--- config.mk ---
export PLATFORM = sky130hd
export DESIGN_NAME = l1c_refill_arb
export DESIGN_NICKNAME = d
export VERILOG_FILES = /design/src/rtl/l1c_refill_arb.sv
export SDC_FILE = /design/constraint.sdc
export NUM_CORES = 1
export LEC_CHECK = 0
export BUFFER_PORTS_ARGS = -buffer_cell sky130_fd_sc_hd__buf_4
export CAP_MARGIN = 20
export CORE_MARGIN = 2
export CORE_UTILIZATION = 40
export CTS_CLUSTER_DIAMETER = 60
export DETAILED_ROUTE_END_ITERATION = 12
export PLACE_DENSITY = 0.76
export RECOVER_POWER = 25
export SYNTH_ARGS = -nofsm -noshare
export SYNTH_HDL_FRONTEND = slang
export SYNTH_SLANG_ARGS = --single-unit
--- constraint.sdc ---
create_clock -name clk -period 2.5 [get_ports clk]
set_input_delay 0.5 -clock clk [delete_from_list [all_inputs] [get_ports clk]]
set_output_delay 0.5 -clock clk [all_outputs]
set_load 0.05 [all_outputs]
--- src/rtl/l1c_refill_arb.sv ---
// Shares one AXI-style read master between the I-cache and D-cache refill paths.
// Latency: arvalid 1 cycle after a request is seen in IDLE; beat outputs 1 cycle after each rvalid&rready.
// Backpressure: arvalid held until arready; rready is high for the whole DATA phase, so rvalid gaps just stall the burst.
//
// Ports:
//   clk, rst                        clock, async active-high reset
//   i_req/i_addr, d_req/d_addr      refill requests (level, held until *_done) and miss addresses
//   i_rvalid/i_beat/i_done          per-beat strobe, beat index and last-beat flag to the I-cache
//   d_rvalid/d_beat/d_done          same for the D-cache
//   rdata_o, rerr_o                 registered beat data and per-beat error, shared by both owners
//   araddr/arlen/arvalid/arready    AR channel (line-aligned address, fixed burst length)
//   rdata/rresp/rlast/rvalid/rready R channel
//   prot_err                        sticky: rlast disagreed with the beat counter
//
// Build option: define REFILL_ARB_RR_EN for round-robin arbitration when both caches
// request at once; otherwise the D-cache always wins a tie.

module l1c_refill_arb #(
  parameter int BURST_LEN = 4,
  parameter int OFFS_BITS = $clog2(BURST_LEN*4)
) (
  input  logic                         clk,
  input  logic                         rst,

  input  logic                         i_req,
  input  logic [31:0]                  i_addr,
  output logic                         i_rvalid,
  output logic [$clog2(BURST_LEN)-1:0] i_beat,
  output logic                         i_done,

  input  logic                         d_req,
  input  logic [31:0]                  d_addr,
  output logic                         d_rvalid,
  output logic [$clog2(BURST_LEN)-1:0] d_beat,
  output logic                         d_done,

  output logic [31:0]                  rdata_o,
  output logic                         rerr_o,

  output logic [31:0]                  araddr,
  output logic [3:0]                   arlen,
  output logic                         arvalid,
  input  logic                         arready,
  input  logic [31:0]                  rdata,
  input  logic [1:0]                   rresp,
  input  logic                         rlast,
  input  logic                         rvalid,
  output logic                         rready,

  output logic                         prot_err
);

  localparam int              BW        = $clog2(BURST_LEN);
  localparam logic [BW-1:0]   LAST_BEAT = BW'(BURST_LEN - 1);
  localparam logic [31:0]     ADDR_MASK = ~((32'd1 << OFFS_BITS) - 32'd1);

  typedef enum logic [1:0] {
    IDLE = 2'd0,
    ADDR = 2'd1,
    DATA = 2'd2
  } state_t;

  state_t         state_q;
  logic           owner_q;      // 1 = D-cache owns the current burst
  logic [BW-1:0]  cnt_q;
  logic [31:0]    araddr_q;
  logic           arvalid_q;
  logic           rready_q;
  logic           i_rvalid_q, d_rvalid_q;
  logic           i_done_q, d_done_q;
  logic [BW-1:0]  i_beat_q, d_beat_q;
  logic [31:0]    rdata_q;
  logic           rerr_q;
  logic           prot_err_q;

  logic           owner_d;
  logic [31:0]    grant_addr;
  logic           last_beat;

`ifdef REFILL_ARB_RR_EN
  // Which side wins the next tie; flips to the other side on every grant.
  logic           rr_favor_d_q;
`endif

  // A lone request always wins; only a tie consults the arbitration policy.
  always_comb begin
    owner_d = d_req;
`ifdef REFILL_ARB_RR_EN
    if (i_req && d_req) owner_d = rr_favor_d_q;
`endif
  end

  assign grant_addr = owner_d ? d_addr : i_addr;
  assign last_beat  = (cnt_q == LAST_BEAT);

  always_ff @(posedge clk or posedge rst) begin
    if (rst) begin
      state_q      <= IDLE;
      owner_q      <= 1'b0;
      cnt_q        <= '0;
      araddr_q     <= '0;
      arvalid_q    <= 1'b0;
      rready_q     <= 1'b0;
      i_rvalid_q   <= 1'b0;
      d_rvalid_q   <= 1'b0;
      i_done_q     <= 1'b0;
      d_done_q     <= 1'b0;
      i_beat_q     <= '0;
      d_beat_q     <= '0;
      rdata_q      <= '0;
      rerr_q       <= 1'b0;
      prot_err_q   <= 1'b0;
`ifdef REFILL_ARB_RR_EN
      rr_favor_d_q <= 1'b1;
`endif
    end else begin
      // Beat strobes are single-cycle pulses.
      i_rvalid_q <= 1'b0;
      d_rvalid_q <= 1'b0;
      i_done_q   <= 1'b0;
      d_done_q   <= 1'b0;
      rerr_q     <= 1'b0;

      case (state_q)
        IDLE: begin
          if (i_req || d_req) begin
            owner_q      <= owner_d;
            araddr_q     <= grant_addr & ADDR_MASK;
            cnt_q        <= '0;
            arvalid_q    <= 1'b1;
            state_q      <= ADDR;
`ifdef REFILL_ARB_RR_EN
            rr_favor_d_q <= ~owner_d;
`endif
          end
        end

        ADDR: begin
          if (arready) begin
            arvalid_q <= 1'b0;
            rready_q  <= 1'b1;
            state_q   <= DATA;
          end
        end

        DATA: begin
          if (rvalid) begin
            if (owner_q) begin
              d_rvalid_q <= 1'b1;
              d_beat_q   <= cnt_q;
              d_done_q   <= last_beat;
            end else begin
              i_rvalid_q <= 1'b1;
              i_beat_q   <= cnt_q;
              i_done_q   <= last_beat;
            end
            rdata_q <= rdata;
            rerr_q  <= |rresp;
            // The counter, not rlast, decides completion; a mismatch is only flagged.
            if (last_beat != rlast) prot_err_q <= 1'b1;
            cnt_q <= cnt_q + BW'(1);
            if (last_beat) begin
              rready_q <= 1'b0;
              state_q  <= IDLE;
            end
          end
        end

        default: begin
          arvalid_q <= 1'b0;
          rready_q  <= 1'b0;
          state_q   <= IDLE;
        end
      endcase
    end
  end

  assign i_rvalid = i_rvalid_q;
  assign i_beat   = i_beat_q;
  assign i_done   = i_done_q;
  assign d_rvalid = d_rvalid_q;
  assign d_beat   = d_beat_q;
  assign d_done   = d_done_q;
  assign rdata_o  = rdata_q;
  assign rerr_o   = rerr_q;
  assign araddr   = araddr_q;
  assign arlen    = 4'(BURST_LEN - 1);
  assign arvalid  = arvalid_q;
  assign rready   = rready_q;
  assign prot_err = prot_err_q;

endmodule

==> impl_metrics.toml, run 1 <==
[status]
status = "finished clean"

[power]
internal-power_mw = 3.72
seq_power_share_pct = 30.7
switching_share_pct = 47.8
p_total_mw = 7.12
cellPowerDensity_mw_per_mm2 = 1430
switchingPower_mw = 3.41
cellLeakagePower_nw = 2.64
p_comb_share_pct = 55.1
peakVddDrop_v = 0.000882
power.clock.fraction_pct = 14.2

[clock_network]
clock_path_buffers = 2
numCtsBuffers = 9
cts_root_buffer = "clkbuf_8"
cts_tree = "yes"
cts_resized = 0
post_cts_buffers = 0
clk_pin_slew_worst_paths_ps = 80
clock-sinks = 77
cts_max_level = 3
clk_latency_ps = 340
holdBufCountCts = 0

[routing]
first_pass_iters = 4
routedWlPerCell_um = 13.9
ant_nets = 0
routed_wl_um = 7970
vias_per_cell = 4.60
vias = 2641
first_iter_violations = 70
remaining_drc_errors = 0

[hold_path]
hold_class = "in2async"

[global_routing]
grt_max_degree = 66
met1_usage_pct = 21.6
grt_pass1_wl_um = 13400
use_met2_pct = 27.7
grt.busiest_layer = "met2"
antenna_found_initial = 0
track_usage_pct = 17.7
met3_usage_pct = 7.59
overflow = 0
grt_pass1_vias = 2810

[critical_path]
slowest_delay_ps = 630
r2r.worst_path.cells = 4
worstSetupPathType = "reg2reg"
crit_arrival_ps = 1890
endpoint_kind = "register"
worstPathCellList = "nor2_4 -> o21ai_2 -> buf_4 -> mux2_2"
cp.required_ps = 2720
cp_slowest_cell = "dfrtp_1"
crit_path_max_fanout = 29
start_kind = "register"

[synth]
syn_inst = 299
synth_edf_count = 0
netlist_area_mm2 = 0.00344
ys.flop_type = "dfrtp_1"
syn_area_per_cell_um2 = 11.5
synthDistinctLibCells = 32
synthArstFlopShare_pct = 100
synth_seq_cells = 77
ys_seq_area_share_pct = 56.0
yosys_warnings = 0

[timing]
finalMaxSlewViolations = 0
rsz0062_at_grt = "no"
clock-skew-final_ps = 9.05
post-route-period-util_pct = 66.7
max_clock_freq_mhz = 600
relSlewSlack_pct = 57.1
finalSetupTns_ps = 0
worst_pin_slew_ps = 641
fin_crit_ps = 1670
finalSetupViolCount = 0
finalHoldViolCount = 0

[finish]
fin_nets = 572
areaGrowthSynthToFinish_pct = 44.3
drive_gt1_share_pct = 53.7
insertedDiodeCount = 0

[floorplan]
start_util_pct = 41.7
dieArea_mm2 = 0.00936
fp.dieW_um = 96.7
row_count = 33
die_h_um = 96.7
core_area_mm2 = 0.00826
io_pins = 185

[place]
numPortBuffers = 168
hpwl_um = 5930
gp_congestion = 0.795

[run]
drv_cap = 0
## worst max-delay path, delay by kind of cell (launching register included)
kind	cells	cell delay [ps]
AOI/OAI and AO/OA	1	60
buffers and inverters	1	380
DFF	1	630
muxes	1	390
and+or+nand+nor	1	60
## cell usage in the layout (no fill, tap or decap), types with 3 or more instances in the layout
| cell | n |
|---|---|
| nor2_1 | 3 |
| mux2_4 | 11 |
| buf_4 | 170 |
| nand3b_1 | 3 |
| dfrtp_1 | 77 |
| mux2_2 | 49 |
| o21ai_0 | 5 |
| conb_1 | 8 |
| nand2_1 | 101 |
| clkbuf_8 | 10 |
## metrics by stage
stage	hold WS, ps	instance area (µm²)	instances	worst slack [ps]	util, %
floorplan	537	3460	305	33.3	-
global placement	445	4750	559	687	57.5
detailed placement	445	4750	559	645	57.5
CTS	62.1	4970	574	821	60.1
global route	235	4970	574	750	60.1
finish	213	4970	574	833	60.1
## sequential cells by signal, summed over array words and instances (netlist names)
| name | cells |
|---|---|
| i_beat | 2 |
| i_rvalid | 1 |
| rdata_o | 32 |
| rerr_o | 1 |
| d_done | 1 |
| owner_q | 1 |
| cnt_q | 2 |
| rready | 1 |
| state_q | 2 |
| prot_err | 1 |
| d_beat | 2 |
| d_rvalid | 1 |
| arvalid | 1 |
| araddr | 28 |
| i_done | 1 |
## cells by family after synthesis
group,Yosys count,share of synthesized area [%]
AO/OA/AOI/OAI,10,1.82
buffers and inverters,25,4.51
multiplexers,60,20.8
AND/OR/NAND/NOR,122,15.6
other,2,0.218
adder cells (fa/ha/maj),2,0.727
XOR/XNOR,1,0.255
flip-flops,77,56.0
## Yosys cell counts, types with 3 or more instances
cell type | n | area, µm²
nand2_1 | 101 | 379
nand3b_1 | 3 | 22.5
mux2_4 | 11 | 165
buf_2 | 7 | 35.0
dfrtp_1 | 77 | 1930
o21ai_0 | 5 | 25.0
clkbuf_1 | 4 | 15.0
buf_4 | 10 | 75.1
mux2_2 | 49 | 552
nor2_1 | 3 | 11.3
## layout make-up
cell class	count	area, µm²
fill	687	3290
sequential	77	1930
multi-input combinational	203	1380
timing repair buffer	172	1300
clock buffer	11	141
tap	105	131
clock inverter	4	72.6
inverter	2	8.76
## path summary, 6_finish.rpt
kind	slack [ps]	startpoint	to
min in group clk	340	rdata[10]	rdata_o[10]
max reg2reg	830	state_q[1]	araddr[13]
max	830	state_q[1]	araddr[13]
min	210	rst	araddr[6]
min reg2reg	480	rdata_o[27]	rdata_o[27]
max in group asynchronous	1580	rst	rdata_o[21]
## power groups by stage
stage,clock (mW),sequential (mW),combinational (mW)
after floorplan,0,3.93,1.03
after global placement,0,2.18,3.90
after detailed placement,0,2.20,3.96
after CTS,1.04,2.19,3.96
after global routing,1.11,2.27,4.13
final,1.01,2.19,3.92
## routing by layer
layer,wire [µm],vias to the layer above
met5,0,-
met4,119,0
met3,835,11
met2,3790,130
met1,3220,1213
li1,-,1287
Note: power is estimated with default switching activity, not from simulation.
==> run 2: changes to the inputs <==
clock period = 1.47 ns   (was 2.5 ns; I/O delays follow)
==> impl_metrics.toml, run 2 (same netlist as run 1, synthesis figures left out) <==
[place]
placed_area_mm2 = 0.00481
gp_congestion = 0.799
numPortBuffers = 168
hpwl_um = 5870

[routing]
routed_wl_um = 7930
wl_met3_um = 812
first_pass_iters = 4
routedWlPerCell_um = 13.7
remaining_drc_errors = 0
vias_per_cell = 4.64
vias = 2688
first_iter_violations = 70
top_layer_used = "met4"
met2_length_um = 3780
met1_length_um = 3240
ant_nets = 0

[critical_path]
crit_arrival_ps = 1630
rrSetupSlack_ps = 60
start_kind = "register"
reg2reg_to = "araddr[25]"
r2r_start = "state_q[1]"
cp.required_ps = 1690
cp_slowest_cell = "dfrtp_1"
slowest_delay_ps = 540
r2r.worst_path.cells = 4
endpoint_kind = "register"
path_buf_inv = 1
worstSetupPathType = "reg2reg"
crit_path_max_fanout = 29
worstPathCellList = "nor2_4 -> o21ai_2 -> buf_12 -> mux2_2"
crit_cells = 4
crit_family = "flip-flops"

[timing]
finalMaxSlewViolations = 0
finalHoldViolCount = 0
relSlewSlack_pct = 31.3
clock-skew-final_ps = 11.7
fin_crit_ps = 1410
max_clock_freq_mhz = 711
finalSetupViolCount = 0
post-route-period-util_pct = 95.7
worst_pin_slew_ps = 1030
finalSetupTns_ps = 0
rsz0062_at_grt = "no"

[global_routing]
grt_pass1_wl_um = 13300
track_usage_pct = 17.4
antenna_found_initial = 0
grt_pass1_vias = 2770
overflow = 0
grt_max_degree = 78

[finish]
layout_commonest_cell = "buf_4"
areaGrowthSynthToFinish_pct = 45.0
fin_nets = 576
largest_reg_flops = 32
regArea_mm2 = 0.00193
fin_area_mm2 = 0.00499
drive_gt1_share_pct = 54.2
fill_cells = 686
insertedDiodeCount = 0
mostFrequentLayoutCells = "171 x buf_4, 101 x nand2_1, 77 x dfrtp_1"
multi_input_area_mm2 = 0.00138

[floorplan]
die_h_um = 96.7
core_area_mm2 = 0.00826
fp.dieW_um = 96.7
start_util_pct = 41.7
dieArea_mm2 = 0.00936
row_count = 33
io_pins = 185

[hold_path]
min_delay_path_depth = 3
hold_start = "rdata[17]"
hold_class = "in2reg"
worstHoldEndpoint = "rdata_o[17]"

[clock_network]
clock_path_buffers = 2
cts_max_level = 3
cts_root_buffer = "clkbuf_8"
cts_tree = "yes"
numCtsBuffers = 9
clk_pin_slew_worst_paths_ps = 80
clk_latency_ps = 340
clock-sinks = 77

[status]
status = "finished clean"

[power]
seq_power_share_pct = 30.7
switchingPower_mw = 5.84
power.clock.fraction_pct = 12.9
internal-power_mw = 6.18
cellPowerDensity_mw_per_mm2 = 2410
peakVddDrop_v = 0.00121
cellLeakagePower_nw = 2.65
p_comb_share_pct = 56.5
switching_share_pct = 48.6

[run]
drv_cap = 0
-- run 2: cell count changes in the layout (fill, tap and decap cells not counted), sizes merged --
cell | before | now
buf | 171 | 174
bufinv | 2 | 1
clkinv | 1 | 3
clkinvlp | 2 | 3
-- run 2: routing by layer --
metal	GRT usage (%)	vias to the layer above
li1	-	1297
met1	21.2	1248
met2	28.1	134
met3	7.37	9
met4	4.98	0
met5	0	-
-- run 2: power groups by stage --
stage,combinational [mW],sequential [mW],clock [mW]
2_1_floorplan,1.76,6.69,0
3_3_place_gp,6.75,3.68,0
3_5_place_dp,6.87,3.71,0
4_1_cts,6.87,3.69,1.61
5_1_grt,7.13,3.82,1.70
6_report,6.79,3.69,1.55
-- run 2: worst max path at each step --
stage / start / end / slack (ps)
2_1_floorplan: state_q[0] / araddr[10] / 180
3_3_place_gp: d_req / araddr[19] / 1
3_5_place_dp: d_req / araddr[19] / -30
4_1_cts: state_q[1] / rdata_o[29] / 60
5_1_grt: state_q[0] / araddr[18] / 7
6_report: state_q[1] / araddr[25] / 60
-- run 2: worst reg2reg max path, stage by stage, from the launching register on --
cell	delay, ps
dfrtp_1	540
nor2_4	60
o21ai_2	90
buf_12	230
mux2_2	380
-- run 2: through the flow --
step | util [%] | instances | worst slack [ps] | hold slack [ps] | power [mW]
finish | 60.4 | 579 | 62.9 | 145 | 12.0
global route | 60.4 | 579 | 6.60 | 123 | 12.7
CTS | 60.6 | 579 | 63.4 | 72.5 | 12.2
detailed placement | 58.2 | 563 | -29.0 | 449 | 10.6
global placement | 58.2 | 563 | 1.33 | 428 | 10.4
floorplan | - | 305 | 175 | 389 | 8.45
-- run 2: layout make-up --
type | count | share of cell area, %
flip-flops and latches | 77 | 38.6
multi-input cells | 203 | 27.7
repair buffers | 176 | 27.1
well taps | 105 | 2.63
clock buffers | 10 | 2.56
clock inverters | 6 | 1.28
inverters | 2 | 0.176
-- run 2: what timing repair did --
action,CTS,global route
hold buffers,0,0
buffers inserted,0,0
gates resized for setup,0,1
endpoints found under the setup margin,0,18
==> run 3: changes to the inputs <==
ABC_AREA = 1   (was not set)
==> impl_metrics.toml, run 3 <==
[status]
status = "finished clean"

[clock_network]
numCtsBuffers = 9
cts_tree = "yes"
post_cts_buffers = 0
holdBufCountCts = 0
cts_resized = 0
clk_latency_ps = 340
clk_pin_slew_worst_paths_ps = 80
cts_root_buffer = "clkbuf_8"
clock-sinks = 77
clock_path_buffers = 2
cts_max_level = 3

[floorplan]
start_util_pct = 41.3
row_count = 33
core_area_mm2 = 0.00822
die_h_um = 96.1
fp.dieW_um = 96.1
dieArea_mm2 = 0.00924
io_pins = 185

[finish]
insertedDiodeCount = 0
largest_reg_flops = 32
fin_area_mm2 = 0.00486
fin_cells = 648
multi_input_area_mm2 = 0.00124
areaGrowthSynthToFinish_pct = 43.3
mostFrequentLayoutCells = "169 x buf_4, 168 x nand2_1, 77 x dfrtp_1"
final_util_pct = 59.2
fin_nets = 645
drive_gt1_share_pct = 38.5
layout_commonest_cell = "buf_4"
fill_cells = 716
regArea_mm2 = 0.00193

[power]
cellPowerDensity_mw_per_mm2 = 2360
cellLeakagePower_nw = 2.65
peakVddDrop_v = 0.000965

[global_routing]
grt_max_degree = 78
grt.busiest_layer = "met2"
antenna_found_initial = 0
met1_usage_pct = 22.5
overflow = 0
grt_pass1_wl_um = 12400
use_met2_pct = 26.8
met3_usage_pct = 7.05
track_usage_pct = 17.4
grt_pass1_vias = 2715

[critical_path]
crit_cells = 5
start_kind = "register"
crit_family = "flip-flops"
worstPathCellList = "nor2_2 -> o21ai_4 -> inv_4 -> o211ai_1 -> nand2_1"
crit_arrival_ps = 1560
cp.required_ps = 1740
endpoint_kind = "register"
r2r.worst_path.cells = 5
path_buf_inv = 1
crit_path_max_fanout = 28
slowest_delay_ps = 470
worstSetupPathType = "reg2reg"
cp_slowest_cell = "dfrtp_1"

[timing]
post-route-period-util_pct = 88.0
finalSetupTns_ps = 0
rsz0062_at_grt = "no"
fin_crit_ps = 1290
holdWs_ps = 146
worst_pin_slew_ps = 1020
finalHoldViolCount = 0
finalSetupViolCount = 0
clock-skew-final_ps = 10.4
relSlewSlack_pct = 32.2
max_clock_freq_mhz = 773
finalMaxSlewViolations = 0

[place]
hpwl_um = 5950
numPortBuffers = 168
dp.cells = 632
gp_congestion = 0.728
placed_area_mm2 = 0.00470

[synth]
synth_edf_count = 0
synth_seq_cells = 77
synth_common_cells = "168 x nand2_1, 77 x dfrtp_1, 28 x o211ai_1, 12 x or2_1, 11 x or2_2"
netlist_area_mm2 = 0.00339
synthArstFlopShare_pct = 100
syn_area_per_cell_um2 = 9.10
synth.most_common_cell = "nand2_1"
yosys.area.top_type_share_pct = 56.8
synth_top_cell_by_area = "dfrtp_1"
ys_seq_area_share_pct = 56.8
ys.flop_type = "dfrtp_1"
synthDistinctLibCells = 28
synthTopCellsByArea = "dfrtp_1 57%, nand2_1 19%, o211ai_1 6.2%, buf_6 2.3%, or2_1 2.2%"
syn_inst = 373
yosys_warnings = 0

[routing]
vias = 2949
first_iter_violations = 75
first_pass_iters = 4
ant_nets = 0
vias_per_cell = 4.55
routed_wl_um = 8070
routedWlPerCell_um = 12.4
remaining_drc_errors = 0

[run]
drv_cap = 0

[hold_path]
min_delay_path_depth = 3
hold_class = "in2reg"
[run 3: cell count changes after synthesis, moves of 3 or more]
cell      change
nand2_1      +67
mux2_2       -49
o211ai_1     +28
or2_1        +12
mux2_4       -11
or2_2        +11
inv_1         +8
buf_6         +5
or2_0         +5
clkbuf_1      -3
nand3_1       +3
nor2_1        +3
[run 3: area by class of cell]
class	count	area share, %
multi-input combinational	263	25.6
tap	105	2.70
sequential	77	39.6
clock buffer	11	2.91
inverter	14	1.21
timing repair buffer	173	27.2
clock inverter	5	0.746
[run 3: path summary, 6_finish.rpt]
path | from | end | slack [ps]
worst min-delay path | rdata[26] | rdata_o[26] | 150
worst min register to register | rdata_o[21] | rdata_o[21] | 480
min in group asynchronous | rst | araddr[16] | 310
max in group asynchronous | rst | rdata_o[4] | 480
worst max register to register | state_q[0] | araddr[21] | 180
worst max-delay path | state_q[0] | araddr[21] | 180
[run 3: tightest hold or removal path, stage by stage]
cell and delay, ps:
buf_4 70, nand2_1 40, nand2_1 40
[run 3: cells by family after synthesis]
family	count (synthesis)	share of synthesized area [%]
adders and majority gates	2	0.737
DFF	77	56.8
and+or+nand+nor	212	26.4
other	2	0.221
buffers and inverters	39	7.23
AOI/OAI and AO/OA	40	8.37
xor gates and xnor gates	1	0.258
[run 3: per-stage QoR]
| step | setup WS (ps) | total power, mW |
|---|---|---|
| 2_1_floorplan | 308 | 8.16 |
| 3_3_place_gp | 204 | 10.1 |
| 5_1_grt | 60.2 | 12.2 |
| 6_report | 176 | 11.5 |
| 4_1_cts | 155 | 11.6 |
| 3_5_place_dp | 165 | 10.2 |
[run 3: layer usage]
layer | up-vias | wire length [µm]
met4 | 0 | 53
met1 | 1321 | 3430
met2 | 136 | 3650
met5 | - | 0
li1 | 1488 | -
met3 | 4 | 927
[run 3: power by group]
group | switching (mW) | internal (mW) | total (mW)
sequential | 0.546 | 3.04 | 3.58
combinational | 4.60 | 1.90 | 6.50
clock | 0.747 | 0.659 | 1.41
total | 5.89 | 5.60 | 11.5
